<file path="src/rtl/weight_pkg.sv">
// Shared types and elaboration helpers for the weight memory loader.
package weight_pkg;

  typedef enum logic [1:0] {
    IDLE,
    LOAD,
    FLUSH,
    DONE
  } state_e;

  function automatic int unsigned beats(input int unsigned data_w, input int unsigned in_w);
    return data_w / in_w;
  endfunction

  function automatic bit widths_ok(input int unsigned data_w, input int unsigned in_w);
    return (in_w != 0) && (data_w >= in_w) && ((data_w % in_w) == 0);
  endfunction

endpackage

</file>
<file path="src/rtl/word_packer.sv">
// Packs narrow beats little-endian into a full word; the completed word is
// presented combinationally together with the beat that finishes it.
module word_packer
  import weight_pkg::*;
#(
  parameter int unsigned DATA_W = 32,
  parameter int unsigned IN_W   = 8
) (
  input  logic              i_clk,
  input  logic              i_rst,
  input  logic              i_accept,
  input  logic              i_clear,
  input  logic [IN_W-1:0]   i_data,
  output logic              o_word_valid_c,
  output logic [DATA_W-1:0] o_word_c
);

  localparam int unsigned BEATS = beats(DATA_W, IN_W);
  localparam int unsigned BW    = (BEATS > 1) ? $clog2(BEATS) : 1;

  logic [BW-1:0]     r_beat;
  logic [DATA_W-1:0] r_word;
  logic [DATA_W-1:0] w_word;
  logic              w_last;

  // Current beat merged into its lane of the partial word.
  always_comb begin
    w_word = r_word;
    for (int b = 0; b < int'(BEATS); b++) begin
      if (r_beat == BW'(b)) w_word[b*IN_W +: IN_W] = i_data;
    end
  end

  assign w_last         = (r_beat == BW'(BEATS - 1));
  assign o_word_valid_c = i_accept && w_last;
  assign o_word_c       = w_word;

  always_ff @(posedge i_clk or posedge i_rst) begin
    if (i_rst) begin
      r_beat <= '0;
      r_word <= '0;
    end else if (i_clear) begin
      r_beat <= '0;
      r_word <= '0;
    end else if (i_accept) begin
      r_word <= w_word;
      r_beat <= w_last ? '0 : r_beat + BW'(1);
    end
  end

endmodule

</file>
<file path="src/rtl/weight_loader.sv">
// Byte-stream to weight RAM loader: packs beats into words and writes them
// to consecutive addresses from a latched base, then pulses done.
module weight_loader
  import weight_pkg::*;
#(
  parameter int unsigned DATA_W = 32,
  parameter int unsigned IN_W   = 8,
  parameter int unsigned ADDR_W = 10,
  parameter int unsigned CNT_W  = ADDR_W + 1
) (
  input  logic              i_clk,
  input  logic              i_rst,
  input  logic              i_start,
  input  logic              i_abort,
  input  logic [ADDR_W-1:0] i_base_addr,
  input  logic [CNT_W-1:0]  i_num_words,
  input  logic              i_in_valid,
  input  logic [IN_W-1:0]   i_in_data,
  output logic              o_in_ready,
  output logic              o_mem_w_en,
  output logic [ADDR_W-1:0] o_mem_w_addr,
  output logic [DATA_W-1:0] o_mem_w_data,
  output logic              o_busy,
  output logic              o_done,
  output logic [CNT_W-1:0]  o_words_written
);

  if (!widths_ok(DATA_W, IN_W)) begin : g_bad_widths
    $error("weight_loader: DATA_W must be an integer multiple of IN_W");
  end

  state_e            r_state;
  state_e            w_next;
  logic [ADDR_W-1:0] r_base;
  logic [CNT_W-1:0]  r_num;
  logic [CNT_W-1:0]  r_words_written;
  logic              r_mem_w_en;
  logic [ADDR_W-1:0] r_mem_w_addr;
  logic [DATA_W-1:0] r_mem_w_data;
  logic              r_busy;
  logic              r_done;

  logic              w_accept;
  logic              w_clear;
  logic              w_start_idle;
  logic              w_word_valid;
  logic [DATA_W-1:0] w_word;
  logic              w_last_word;

  assign o_in_ready   = (r_state == LOAD) && !i_abort;
  assign w_accept     = i_in_valid && o_in_ready;
  assign w_start_idle = (r_state == IDLE) && i_start;
  assign w_clear      = w_start_idle || ((r_state == LOAD) && i_abort);
  assign w_last_word  = ((r_words_written + CNT_W'(1)) == r_num);

  word_packer #(
    .DATA_W(DATA_W),
    .IN_W  (IN_W)
  ) u_packer (
    .i_clk         (i_clk),
    .i_rst         (i_rst),
    .i_accept      (w_accept),
    .i_clear       (w_clear),
    .i_data        (i_in_data),
    .o_word_valid_c(w_word_valid),
    .o_word_c      (w_word)
  );

  // Next-state logic.
  always_comb begin
    w_next = r_state;
    case (r_state)
      IDLE:  if (i_start) w_next = (i_num_words != '0) ? LOAD : DONE;
      LOAD: begin
        if (i_abort)                        w_next = IDLE;
        else if (w_word_valid && w_last_word) w_next = FLUSH;
      end
      FLUSH: w_next = DONE;
      DONE:  w_next = IDLE;
      default: w_next = IDLE;
    endcase
  end

  always_ff @(posedge i_clk or posedge i_rst) begin
    if (i_rst) begin
      r_state         <= IDLE;
      r_base          <= '0;
      r_num           <= '0;
      r_words_written <= '0;
      r_mem_w_en      <= 1'b0;
      r_mem_w_addr    <= '0;
      r_mem_w_data    <= '0;
      r_busy          <= 1'b0;
      r_done          <= 1'b0;
    end else begin
      r_state    <= w_next;
      r_busy     <= (w_next == LOAD) || (w_next == FLUSH);
      r_done     <= (w_next == DONE);
      r_mem_w_en <= w_word_valid;
      if (w_start_idle) begin
        r_base          <= i_base_addr;
        r_num           <= i_num_words;
        r_words_written <= '0;
      end
      // Address wraps modulo the memory depth.
      if (w_word_valid) begin
        r_mem_w_addr    <= r_base + r_words_written[ADDR_W-1:0];
        r_mem_w_data    <= w_word;
        r_words_written <= r_words_written + CNT_W'(1);
      end
    end
  end

  assign o_mem_w_en      = r_mem_w_en;
  assign o_mem_w_addr    = r_mem_w_addr;
  assign o_mem_w_data    = r_mem_w_data;
  assign o_busy          = r_busy;
  assign o_done          = r_done;
  assign o_words_written = r_words_written;

endmodule

</file>
<file path="config.mk">
export PLATFORM = sky130hd
export DESIGN_NAME = weight_loader
export DESIGN_NICKNAME = d
export VERILOG_FILES = /design/src/rtl/weight_pkg.sv /design/src/rtl/word_packer.sv /design/src/rtl/weight_loader.sv
export SDC_FILE = /design/constraint.sdc
export NUM_CORES = 1
export LEC_CHECK = 0
export BUFFER_PORTS_ARGS = -buffer_cell sky130_fd_sc_hd__buf_2
export CAP_MARGIN = 20
export CORE_ASPECT_RATIO = 1.25
export CORE_UTILIZATION = 40
export CTS_CLUSTER_SIZE = 40
export DETAILED_ROUTE_END_ITERATION = 16
export REMOVE_ABC_BUFFERS = 1
export SETUP_SLACK_MARGIN = 0.05
export SYNTH_ARGS = -nofsm -noshare
export SYNTH_HDL_FRONTEND = slang
export SYNTH_SLANG_ARGS = --single-unit
</file>
<file path="constraint.sdc">
create_clock -name i_clk -period 9.1 [get_ports i_clk]
set_input_delay 1.82 -clock i_clk [delete_from_list [all_inputs] [get_ports i_clk]]
set_output_delay 1.82 -clock i_clk [all_outputs]
set_load 0.005 [all_outputs]
</file>
After elaboration in Yosys (flattened, before gate mapping)
Cells that the tools add are included.

word-level totals
  register bits after elaboration = 113
  input port bits = 34
  output and inout bits = 57
  logic and storage cells = 54

cells by class
  add/sub/neg operators = 3
  equality and inequality tests = 10
  mux-type cells = 16
  reduce and logical (&&, ||, !) cells = 14

operators by type and width
  cell                                                  count
  two-way mux 32 bit                                    2
  two-way mux 8 bit                                     4
  two-way mux 11 bit                                    2
  two-way mux 2 bit                                     7
  equality test 2 bit (second input constant)           6
  adder 11 x 1 -> 11 bit (second input constant)        1
  equality test 11 bit                                  1
  nonzero test 11 bit                                   1
  adder 10 bit                                          1
  one-hot mux 2 bit (4 select lines)                    1
  equality test 2 x 1 -> 1 bit (second input constant)  3
  logical AND 1 bit                                     6
  logical NOT 2 bit                                     2
  nonzero test 2 bit                                    2
  adder 2 x 1 -> 2 bit (second input constant)          1
  logical OR 1 bit                                      2
  logical NOT 1 bit                                     1

Depth between registers and ports, before layout
Gate-level depths: netlist of the first run.

  depth after elaboration = 10
  mapped depth = 9
  gate-level depth less buffers = 9

Hierarchy
A second synthesis of the first run with hierarchy kept.

unflattened totals
  cell total of the unflattened synthesis = 522
  area, all modules = 5775.5 µm²

modules (own cells, without submodules)
  module         times used  cells each  area each (µm²)  seq. area each (µm²)
  weight_loader  1           357         3798.6           1976.9
  word_packer    1           165         1976.9           850.8

Least setup slack after synthesis of the first run
OpenSTA, ideal clock, no wires.

  path type = input-to-output
  start point = input port i_abort
  end point = output port o_in_ready
  arrival time = 2.070 ns
  required time = 7.280 ns
  slack = 5.210 ns
  stages = 1
  cells stage by stage = nor3b_4

between the ends
  cells in the longest elaborated chain, start to end = 2

ends and longest elaborated chain
  item               RTL line             text
  start, declared    weight_loader.sv:14  input logic i_abort,
  logical NOT 1 bit  weight_loader.sv:50  assign o_in_ready = (r_state == LOAD) && !i_abort;
  logical AND 1 bit  weight_loader.sv:50
  end, declared      weight_loader.sv:19  output logic o_in_ready,

No other way between the ends.

Worst setup path in the final report of the first run
Same ends and word-level chain as after synthesis.

==> out/summary.json, run 1 <==
{
  "end_kind": "output pin",
  "numClockSinks": 105,
  "grt_setup_unrepaired": "no",
  "clock-root-buffer": "sky130_fd_sc_hd__clkbuf_16",
  "routed_wire_length_per_instance_um": 14.94,
  "drtPass1Iterations": 6,
  "crit_path_max_fanout": 4,
  "die_h_um": 128.9,
  "hold_viol_final": 0,
  "finalWorstSetupSlack_ps": 4903,
  "cts_made_buffers": 9,
  "via_count_of_the_first_global_routing_pass": 3990,
  "pre_cts_slack_ps": 4877,
  "leading_cell_type_by_number_of_instances_after_synthesis": "sky130_fd_sc_hd__dfrtp_1",
  "cts.repair.resized": 0,
  "synth_area_per_cell_um2": 9.847,
  "fillCellCount": 1194,
  "core_um2": 12600,
  "synth.cell_area_um2": 5150,
  "p_leak_nw": 2.868,
  "detail-route-antenna-nets": 0,
  "post_route_cells_drive_above_1_share_pct": 23.80,
  "detailroute.via_count": 4010,
  "slew-limit-headroom_pct": 42.28,
  "wl_met2_mm": 5.750,
  "area_growth_pct": 17.66,
  "synth.cells.most_frequent": "sky130_fd_sc_hd__dfrtp_1 (105), sky130_fd_sc_hd__nand2_1 (100), sky130_fd_sc_hd__o21ai_0 (51)",
  "worstSetupPathType": "primary input to output pin",
  "rows": 46,
  "num_io_pins": 91,
  "overflow": 0,
  "wl_met1_mm": 5.055,
  "first_iter_violations": 172,
  "pwr_density_cell_nw_per_um2": 175.7,
  "report.power.total_w": 0.001064,
  "power.ir.vdd_worst_uv": 107.9,
  "die_w_um": 103.5,
  "multiInputGateArea_um2": 2357,
  "max_cap_viol_count": 0,
  "grt_start_max_net_pins": 91,
  "diodes": 0,
  "final_net_count": 650,
  "postSynthRegisterBits": 105,
  "holdCritPathClass": "register to register",
  "setup.worst_path.start_class": "primary input",
  "floorplan.initialDensity_pct": 40.86,
  "port-buffer-count": 90,
  "grt_antenna_before_repair": 0,
  "htree_levels": 3,
  "clock_skew_ps": 8.889,
  "ctsLongestPathBuffers": 2,
  "route.final.wire_length_mm": 11.55,
  "tightestPinTransition_ps": 865.8,
  "netlist_instances": 523,
  "asyncSetResetFlopFracSynth_pct": 100.0,
  "globalplace.congestion": 0.7933,
  "grtUsageTotal_pct": 18.85,
  "synth-warning-count": 0,
  "layout_min_cycle_time_ps": 4197,
  "synth_top_area_cell": "sky130_fd_sc_hd__dfrtp_1",
  "highest_layer": "met4",
  "dp_hpwl_mm": 7.975,
  "top_cells_by_area_in_the_synthesized_netlist": "sky130_fd_sc_hd__dfrtp_1 (51%), sky130_fd_sc_hd__nand2_1 (7.3%), sky130_fd_sc_hd__mux2i_1 (5.2%)",
  "setup_viol": 0,
  "cp_data_required_time_ps": 7280,
  "clock_insertion_delay_worst_skew_ps": 350,
  "timing.final.crit_share_pct": 46.12,
  "cts_hold_buf": 0,
  "timing_max_transition_violations_final": 0,
  "synth_ff_type": "sky130_fd_sc_hd__dfrtp_1",
  "layout.area.seq_um2": 2628,
  "drcViolationCount": 0,
  "run_status": "finished, final reports clean",
  "global_route_wire_length_before_repair_mm": 19.48,
  "route.detailed.vias_per_inst": 5.188,
  "detailroute.wirelength.met3_um": 561,
  "synth.yosys.seq_area_share_pct": 51.02,
  "max_freq_ghz": 0.2383,
  "setup-tns-final_ps": 0,
  "critPathArrivalTime_ps": 2380,
  "synth-edff-count": 0,
  "clk_transition_reported_paths_ps": 70,
  "dieArea_um2": 13340,
  "yosysTopAreaCellShare_pct": 51.02,
  "synth_cell_type_count": 46,
  "number_of_buffers_added_for_setup_after_cts": 0,
  "tritoncts_clock_tree": "done"
}
-- worst max-delay path, stage by stage --
cell and delay [ps]:
sky130_fd_sc_hd__buf_2 120, sky130_fd_sc_hd__nor3b_4 270, sky130_fd_sc_hd__buf_2 170
-- logic make-up (layout without fill, tap and decap cells) --
logic type | count (synthesis) | in the layout | share of synthesized area [%]
DFF | 105 | 105 | 51.02
adders and majority gates | 16 | 16 | 4.033
AOI/OAI and AO/OA | 105 | 105 | 11.27
and+or+nand+nor | 190 | 190 | 17.10
buffers and inverters | 39 | 121 | 3.328
xor gates and xnor gates | 20 | 20 | 3.401
muxes | 48 | 48 | 9.840
-- per-layer routing --
metal / track usage (%) / up-vias
li1: - / 1950
met1: 24.14 / 1939
met2: 31.24 / 101
met3: 3.965 / 20
met4: 6.711 / 0
met5: 0 / -
-- flip-flops by register name, indices dropped and copies added, names as in the netlist --
register,count
r_state,2
o_busy,1
o_mem_w_en,1
o_mem_w_addr,10
o_words_written,11
u_packer.r_beat,2
o_done,1
r_base,10
r_num,11
u_packer.r_word,24
o_mem_w_data,32
-- placed cells by master (no fill, tap or decap), drive strengths merged, types with 3 or more instances in the layout --
cell,n
clkinv,4
o21ai,51
dfrtp,105
nor3b,5
inv,10
a211oi,3
ha,15
a21oi,33
nand2,102
mux2,21
buf,96
nor4,5
nor2b,5
mux2i,27
clkbuf,10
xnor2,11
nand3,31
nor3,5
o31ai,5
nor2,28
xor2,9
-- power by group --
group / leakage, nW / switching (W) / internal [W]
clock network: 0.153 / 0.000175 / 0.000222
registers: 1.41 / 0.0000219 / 0.000496
logic: 1.30 / 0.0000796 / 0.0000697
total: 2.87 / 0.000276 / 0.000788
-- through the flow --
stage,util (%),hold WS (ps),area (um2),instances
5_1_grt,48.07,502.3,6060,773
2_1_floorplan,-,469.7,5012,493
3_3_place_gp,45.31,452.2,5712,755
6_report,48.07,470.8,6060,773
4_1_cts,47.86,475.0,6032,772
3_5_place_dp,45.43,457.8,5727,756
-- final cells by class --
class | instances | area share [%]
well taps | 168 | 3.469
inverters | 9 | 0.5988
multi-input cells | 379 | 38.90
repair buffers | 96 | 8.631
clock buffers | 10 | 3.944
flip-flops and latches | 105 | 43.36
clock inverters | 6 | 1.094
-- path summary, 6_finish.rpt --
path | slack, ps | to | from | depth (start not counted)
worst max-delay path | 4900 | o_in_ready | i_abort | 3
worst min-delay path | 470 | o_mem_w_data[27] | o_mem_w_data[27] | 2
worst max register to register | 6200 | o_words_written[3] | u_packer.r_beat[0] | 7
worst min register to register | 470 | o_mem_w_data[27] | o_mem_w_data[27] | 2
max in group asynchronous | 6760 | r_base[7] | i_rst | 4
min in group asynchronous | 1420 | o_done | i_rst | 2
Power figures use the tool's default switching activity.
==> run 2: changes to the inputs <==
Clock period 9.1 ns to 3.9 ns, I/O delays scaled along.
==> out/summary.json, run 2 (synthesized netlist as in run 1, its figures left out) <==
{
  "final_net_count": {"value": 651, "change": "+0.15%"},
  "tightestPinTransition": {"value": 878.2, "unit": "ps", "change": "+12.31 ps"},
  "core": {"value": 12600, "unit": "um2", "change": "unchanged"},
  "cts_hold_buf": {"value": 0, "change": "unchanged"},
  "layout_min_cycle_time_ps": 2617,
  "max_freq_ghz": 0.3821,
  "grt_setup_unrepaired": "no",
  "dp_hpwl": {"value": 8.275, "unit": "mm", "change": "+3.8%"},
  "route.final.wire_length": {"value": 11.60, "unit": "mm", "change": "+0.45%"},
  "setup-tns-final": {"value": 0, "unit": "ps", "change": "unchanged"},
  "first_iter_violations": {"value": 126, "change": "-27%"},
  "number_of_cells_after_detailed_placement": {"value": 758, "change": "+0.26%"},
  "place_area": {"value": 5742, "unit": "um2", "change": "+0.26%"},
  "ctsLongestPathBuffers": {"value": 2, "change": "unchanged"},
  "numClockSinks": {"value": 105, "change": "unchanged"},
  "hold_depth": {"value": 2, "change": "unchanged"},
  "routed_wire_length_per_instance": {"value": 14.99, "unit": "um", "change": "+0.32%"},
  "timing_max_transition_violations_final": {"value": 0, "change": "unchanged"},
  "worstPathBufferInverterCount": {"value": 0, "change": "-2"},
  "detail-route-antenna-nets": {"value": 0, "change": "unchanged"},
  "run_status": "finished, final reports clean",
  "cpMaxStageDelayCell": "sky130_fd_sc_hd__dfrtp_1",
  "cts_made_buffers": {"value": 9, "change": "unchanged"},
  "cp_data_required_time": {"value": 4140, "unit": "ps", "change": "-3140 ps"},
  "global_route_wire_length_before_repair": {"value": 19.02, "unit": "mm", "change": "-2.3%"},
  "p_leak": {"value": 2.857, "unit": "nW", "change": "-0.36%"},
  "clk_transition_reported_paths": {"value": 70, "unit": "ps", "change": "about the same"},
  "pwr_density_cell": {"value": 414.5, "unit": "nW/um2", "change": "+140%"},
  "max_stage_delay": {"value": 510, "unit": "ps", "change": "+240 ps"},
  "post_route_cells_drive_above_1_share": {"value": 23.93, "unit": "%", "change": "+0.13 points"},
  "max_cap_viol_count": {"value": 0, "change": "unchanged"},
  "drcViolationCount": {"value": 0, "change": "unchanged"},
  "fillCellCount": {"value": 1215, "change": "+1.8%"},
  "globalplace.congestion": {"value": 0.7834, "change": "-1.2%"},
  "timing.rr.start": "o_words_written[0]",
  "grtUsageTotal": {"value": 18.58, "unit": "%", "change": "-0.27 points"},
  "tritoncts_clock_tree": "done",
  "layoutNonFillerInstCount": {"value": 774, "change": "+0.13%"},
  "finish.utilization": {"value": 47.99, "unit": "%", "change": "-0.079 points"},
  "timing.hold.worst.start": "o_mem_w_data[0]",
  "setup.worst_path.start_class": "register",
  "number_of_buffers_added_for_setup_after_cts": {"value": 0, "change": "unchanged"},
  "rr_worst_depth": {"value": 8, "change": "+1"},
  "clock-root-buffer": "sky130_fd_sc_hd__clkbuf_16",
  "grt_start_max_net_pins": {"value": 67, "change": "-26%"},
  "area_growth_pct": 17.47,
  "overflow": {"value": 0, "change": "unchanged"},
  "timing.critical_path.max_delay_family": "simple AND/OR/NAND/NOR gates",
  "detailroute.via_count": {"value": 3974, "change": "-0.90%"},
  "layout.cells.most_common": "sky130_fd_sc_hd__dfrtp_1",
  "hold_viol_final": {"value": 0, "change": "unchanged"},
  "via_count_of_the_first_global_routing_pass": {"value": 3836, "change": "-3.9%"},
  "floorplan.initialDensity": {"value": 40.86, "unit": "%", "change": "unchanged"},
  "drtPass1Iterations": {"value": 4, "change": "-2"},
  "worstPathCellList": "ha_1 -> nand2_1 -> nor4_2 -> xnor2_1 -> nand2_1 -> nor4_2 -> o22ai_1 -> ha_1",
  "diodes": {"value": 0, "change": "unchanged"},
  "worstHoldEndpoint": "o_mem_w_data[0]",
  "worstSetupPathType": "register to register",
  "port-buffer-count": {"value": 90, "change": "unchanged"},
  "clock_insertion_delay_worst_skew": {"value": 360, "unit": "ps", "change": "about the same"},
  "die_h": {"value": 128.9, "unit": "um", "change": "unchanged"},
  "holdCritPathClass": "register to register",
  "crit_path_max_fanout": {"value": 8, "change": "+4"},
  "num_io_pins": {"value": 91, "change": "unchanged"},
  "largest_register_ff_count": {"value": 32, "change": "unchanged"},
  "layout.cell_area.non_filler": {"value": 6050, "unit": "um2", "change": "-0.17%"},
  "grt_antenna_before_repair": {"value": 0, "change": "unchanged"},
  "slew-limit-headroom": {"value": 41.46, "unit": "%", "change": "-0.82 points"},
  "timing.final.crit_share_pct": 67.11,
  "setup_viol": {"value": 0, "change": "unchanged"},
  "dieArea": {"value": 13340, "unit": "um2", "change": "unchanged"},
  "leading_cell_types_in_the_layout_fill_and_taps_excluded": "sky130_fd_sc_hd__dfrtp_1 (105), sky130_fd_sc_hd__nand2_1 (100), sky130_fd_sc_hd__buf_2 (90), sky130_fd_sc_hd__o21ai_0 (51), sky130_fd_sc_hd__a21oi_1 (32)",
  "cts.repair.resized": {"value": 0, "change": "unchanged"},
  "critPathArrivalTime": {"value": 2850, "unit": "ps", "change": "+470 ps"},
  "die_w": {"value": 103.5, "unit": "um", "change": "unchanged"},
  "clock_skew": {"value": 11.88, "unit": "ps", "change": "+2.989 ps"},
  "power.ir.vdd_worst": {"value": 192.9, "unit": "uV", "change": "+79%"},
  "route.detailed.vias_per_inst": {"value": 5.134, "change": "-1.0%"},
  "htree_levels": {"value": 3, "change": "unchanged"},
  "r2r_setup_slack": {"value": 1280, "unit": "ps", "change": "-4920 ps"},
  "rows": {"value": 46, "change": "unchanged"},
  "end_kind": "register",
  "reg2reg_to": "o_busy"
}
-- run 2: area by class of cell --
type                    count  area [um2]  area share (%)
flip-flops and latches    105        2628           43.43
multi-input cells         379        2357           38.97
repair buffers             97       510.5           8.438
clock buffers               9       225.2           3.723
well taps                 168       210.2           3.475
clock inverters             7       82.58           1.365
inverters                   9       36.28          0.5998
-- run 2: how the worst max path moves through the flow --
stage                             startpoint  endpoint  slack (ps)  cells past startpoint
after global placement               i_abort    o_busy        1110                      8
after CTS                 o_words_written[0]    o_busy        1270                      8
after detailed placement             i_abort    o_busy        1020                      8
final                     o_words_written[0]    o_busy        1280                      8
after global routing      o_words_written[0]    o_busy        1120                      8
after floorplan                        i_rst    o_busy         360                      1
-- run 2: power breakdown --
part,internal (W),switching [W]
logic,0.000161,0.000188
registers,0.00116,0.0000518
clock network,0.000510,0.000440
-- run 2: worst min-delay path, cell delays in order, from the launching register on --
cell	delay, ps
sky130_fd_sc_hd__dfrtp_1	340
sky130_fd_sc_hd__nand2_1	40
sky130_fd_sc_hd__o21ai_0	50
-- run 2: routing by layer --
layer	part of all wire, %	global-route usage, %	vias up	wire [um]
met5	0	0	-	0
met4	1.7	7.125	0	195
met3	4.0	2.770	14	462
met2	49	31.13	94	5670
met1	45	24.01	1905	5275
li1	-	-	1961	-
-- run 2: through the flow --
step / hold WS [ps] / power [W] / setup slack [ps]
6_report: 473.0 / 0.002508 / 1283
5_1_grt: 504.4 / 0.002622 / 1118
4_1_cts: 477.2 / 0.002537 / 1265
3_5_place_dp: 458.5 / 0.001584 / 1016
3_3_place_gp: 457.2 / 0.001570 / 1111
2_1_floorplan: 469.7 / 0.001462 / 359.5
